File: src/rtl/if_fetch_predict.sv
// if_fetch_predict: IF-stage PC register with optional BTB and 2-bit predictor.
// Define IF_FETCH_BTB_EN to build the BTB; the default build fetches sequentially.
module if_fetch_predict #(
    parameter logic [31:0] RESET_PC    = 32'h0000_0000,
    parameter int          BTB_ENTRIES = 16
) (
    input  logic        clk,
    input  logic        rst_n,
    input  logic        stall,
    input  logic        redirect,
    input  logic [31:0] redirect_pc,
    input  logic        upd_en,
    input  logic [31:0] upd_pc,
    input  logic [31:0] upd_target,
    input  logic        upd_taken,
    output logic [31:0] imem_addr,
    input  logic [31:0] imem_rdata,
    output logic [31:0] pc_o,
    output logic [31:0] instr_o,
    output logic        predict_o
);

    logic [31:0] pc;
    logic [31:0] pc_seq;
    logic [31:0] pc_next;
    logic [31:0] pred_pc;
    logic        pred;

    assign pc_seq    = pc + 32'd4;
    assign imem_addr = pc;
    assign pc_o      = pc;
    assign instr_o   = imem_rdata;
    assign predict_o = pred;

`ifdef IF_FETCH_BTB_EN
    localparam int IDX = $clog2(BTB_ENTRIES);
    localparam int TW  = 30 - IDX;

    logic           valid [BTB_ENTRIES];
    logic [TW-1:0]  tag   [BTB_ENTRIES];
    logic [29:0]    tgt   [BTB_ENTRIES];
    logic [1:0]     ctr   [BTB_ENTRIES];

    logic [IDX-1:0] l_idx;
    logic [IDX-1:0] u_idx;
    logic [TW-1:0]  l_tag;
    logic [TW-1:0]  u_tag;
    logic           l_hit;
    logic           u_hit;
    logic [1:0]     unused_lo;

    assign l_idx     = pc[IDX+1:2];
    assign l_tag     = pc[31:IDX+2];
    assign u_idx     = upd_pc[IDX+1:2];
    assign u_tag     = upd_pc[31:IDX+2];
    assign l_hit     = valid[l_idx] && (tag[l_idx] == l_tag);
    assign u_hit     = valid[u_idx] && (tag[u_idx] == u_tag);
    assign pred      = l_hit && ctr[l_idx][1];
    assign pred_pc   = {tgt[l_idx], 2'b00};
    assign unused_lo = upd_pc[1:0] ^ upd_target[1:0];

    // Lookup reads the array before this edge, so same-index updates land next cycle.
    always_ff @(posedge clk) begin
        if (!rst_n) begin
            for (int i = 0; i < BTB_ENTRIES; i++) begin
                valid[i] <= 1'b0;
                ctr[i]   <= 2'b01;
            end
        end else if (upd_en) begin
            if (u_hit) begin
                if (upd_taken) begin
                    if (ctr[u_idx] != 2'b11)
                        ctr[u_idx] <= ctr[u_idx] + 2'd1;
                    tgt[u_idx] <= upd_target[31:2];
                end else if (ctr[u_idx] != 2'b00) begin
                    ctr[u_idx] <= ctr[u_idx] - 2'd1;
                end
            end else if (upd_taken) begin
                valid[u_idx] <= 1'b1;
                tag[u_idx]   <= u_tag;
                tgt[u_idx]   <= upd_target[31:2];
                ctr[u_idx]   <= 2'b10;
            end
        end
    end
`else
    logic        unused_upd;
    logic [31:0] unused_cfg;

    assign pred       = 1'b0;
    assign pred_pc    = pc_seq;
    assign unused_upd = ^{upd_en, upd_pc, upd_target, upd_taken};
    assign unused_cfg = BTB_ENTRIES;
`endif

    logic [1:0] unused_rlo;
    assign unused_rlo = redirect_pc[1:0];

    always_comb begin
        if (redirect)
            pc_next = {redirect_pc[31:2], 2'b00};
        else if (stall)
            pc_next = pc;
        else if (pred)
            pc_next = pred_pc;
        else
            pc_next = pc_seq;
    end

    always_ff @(posedge clk) begin
        if (!rst_n)
            pc <= RESET_PC;
        else
            pc <= pc_next;
    end

endmodule

File: config.mk
export PLATFORM = sky130hd
export DESIGN_NAME = if_fetch_predict
export DESIGN_NICKNAME = d
export VERILOG_FILES = /design/src/rtl/if_fetch_predict.sv
export SDC_FILE = /design/constraint.sdc
export NUM_CORES = 1
export LEC_CHECK = 0
export BUFFER_PORTS_ARGS = -buffer_cell sky130_fd_sc_hd__buf_2
export CORE_MARGIN = 1
export CORE_UTILIZATION = 25
export DETAILED_ROUTE_END_ITERATION = 8
export SYNTH_ARGS = -nofsm -noshare
export SYNTH_HDL_FRONTEND = slang
export SYNTH_SLANG_ARGS = --single-unit
File: constraint.sdc
create_clock -name clk -period 2.1 [get_ports clk]
set_clock_uncertainty 0.15 [all_clocks]
set_input_delay 0.315 -clock clk [delete_from_list [all_inputs] [get_ports clk]]
set_output_delay 0.315 -clock clk [all_outputs]
set_load 0.005 [all_outputs]
==> run metrics <==
post-synthesis cell type count=34; largest net degree at the start of global routing=26; post-synthesis async set-or-reset flop share=0; H-tree depth=2; Final #Nets=453; CP Class=reg -> reg; Iter 0 DRT Violations=60; final slew viol count=0; gpl congestion=roughly 0.75; first-pass GRT wire length=roughly 8300 um; Hold Path Class=in -> reg; TritonCTS clock tree=yes; Die Area=~9200 sq um; slowest stage delay, CP=around 0.43 ns; post-CTS setup buffers=0; Clock Tree Buf Depth=2; share of layout cells above drive strength 1=0.4138; Post-synth EDFFs=0; final hold viol count=0; Worst EP required=roughly 2.1 ns; power per standard cell area=approximately 560 nW/um^2; routed wl met2=2620 um; final setup vio count=0; most common cell after layout, fill and taps aside=buf_2; Critical Path Start Type=flip-flop; antenna-violating nets left=0; clock latency on the worst-skew pair=0.28 ns; Lkg Pwr=~1.2 nW; hpwl dp=roughly 4300 um; register clock-pin slew on the reported worst setup and hold paths=0.06 ns; fmax=521.2 MHz; Wirelength per Cell=approximately 13 um; worst-path maximum fanout=4; Tot GR Track Use=0.1186; RSZ-0062 raised after global routing=false; cell family with most CP delay=simple AND/OR/NAND/NOR gates; Port-buffer cells=93; clk sinks=30; register area share after synthesis=0.2720; critical path's slowest cell=or3_4; Starting Density=0.2635; CTS resizes=0; # hold bufs at CTS=0; total core area=roughly 8400 sq um; Max-Cap Viols=0; Top FF cell, synth=dfxtp_1; setup_tns=0 ns; Detailed Route WL=between 5000 and 6000 um; Arr. time, crit path=a little under 2 ns; die width=95.99 um; peak supply drop=294.9 uV; Remaining DRCs=0; Worst Hold Margin=0.1045 ns; TritonCTS Buffers=5; Rows=33; Area Growth Syn to Fin=13.99%; most frequent cells in the layout=93 x buf_2, 30 x dfxtp_1, 28 x o21ai_0; Top Metal Used=met4; Final Critical Period=roughly 1.9 ns; vias in the first global route=around 1700; die height=between 90 and 100 um; fillers=approximately 920; final worst path period share=0.9136; Pre-antenna DRT Iters=4; DR vias=roughly 1900; CP Capture Type=flip-flop; mean post-synth cell area=8.179 sq um; vias per inst=around 4.4; WL met3=approximately 330 um; gr ovfl total=0; #FFs+latches synth=30; crit path cell chain=ha_1, nand4b_4, or3_4, nor4_4, xnor2_1, a21oi_1; status=complete, no violations; Synth Cell Area=around 2200 sq um; max FFs per register=30; CP bufs+invs=0; Setup WS post-layout=0.1814 ns; initial antenna violation count=0; post-layout util=0.3003; Gate Count Post-Synth=between 200 and 300; final instance count without filler cells=about 420; placed cell count=416; Root Buffer=clkbuf_8; Top Ports=231; n_diodes=0; met1 WL=2522 um; synthesis warning total=0; Place WS=~0.20 ns
[worst reg2reg max path, stage by stage (launching register included)]
cell      delay (ns)
dfxtp_1         0.34
ha_1            0.22
nand4b_4        0.13
or3_4           0.43
nor4_4          0.31
xnor2_1         0.15
a21oi_1         0.08
[per-layer routing]
metal | vias up | GRT usage
met5 | - | 0
met3 | 10 | 0.03002
met1 | 859 | 0.1471
met4 | 0 | 0.04104
li1 | 941 | -
met2 | 72 | 0.1980
[worst paths after layout]
kind / from / end / slack (ns) / cells after the start
setup / recovery: imem_addr[2]$_SDFFE_PN0P_ / imem_addr[24]$_SDFFE_PN0P_ / 0.18 / 6
hold / removal: redirect_pc[30] / imem_addr[30]$_SDFFE_PN0P_ / 0.10 / 3
setup reg to reg: imem_addr[2]$_SDFFE_PN0P_ / imem_addr[24]$_SDFFE_PN0P_ / 0.18 / 6
hold reg to reg: imem_addr[13]$_SDFFE_PN0P_ / imem_addr[13]$_SDFFE_PN0P_ / 0.45 / 2
[where the power goes]
group	switching, W	internal (W)	total, W
Clock	0.000229	0.000264	0.000494
Sequential	0.0000466	0.000609	0.000655
Combinational	0.000128	0.000142	0.000271
Total	0.000404	0.00102	0.00142
[cell families (layout without fill, tap and decap cells)]
kind of cell               count (synthesis)  in the layout  synth area share
AOI/OAI and AO/OA                         51             51            0.1246
xor gates and xnor gates                  29             29            0.1150
adders and majority gates                  1              1          0.005665
buffers and inverters                     79            124            0.2533
DFF                                       30             30            0.2720
muxes                                      1              1          0.004533
other                                      1              5          0.001698
and+or+nand+nor                           78             78            0.2232
[per-stage QoR]
stage / cell area, sq um / power (W)
after floorplan: 2223 / 0.0008912
after global placement: 2426 / 0.0009392
after detailed placement: 2426 / 0.0009441
after CTS: 2517 / 0.001454
after global routing: 2517 / 0.001513
final: 2517 / 0.001419
[area by class of cell]
type	instances	area [sq um]	area share
Multi-Input combinational cell	165	1064	0.4225
Timing Repair Buffer	114	623.1	0.2475
Sequential cell	30	600.6	0.2386
Tap cell	105	131.4	0.05219
Clock buffer	7	86.33	0.03429
Inverter	2	7.507	0.002982
Clock inverter	1	5.005	0.001988
[cells in the mapped netlist (2+ instances only)]
library cell,count,share of area
buf_4,67,0.23
and3_1,5,0.014
o21ai_0,28,0.063
nor4_1,3,0.0085
xnor2_1,13,0.052
nand4_1,7,0.020
o211a_1,4,0.018
buf_2,3,0.0068
nand3_1,11,0.025
and2_1,8,0.023
nor2_1,3,0.0051
nor4_4,2,0.019
dfxtp_1,30,0.27
nor3_1,5,0.011
xor2_1,16,0.063
clkbuf_1,6,0.010
nand2_1,22,0.037
a21oi_1,19,0.043
or2_2,2,0.0057
and4b_2,2,0.010
No activity file was read; power rests on OpenSTA's default activity.
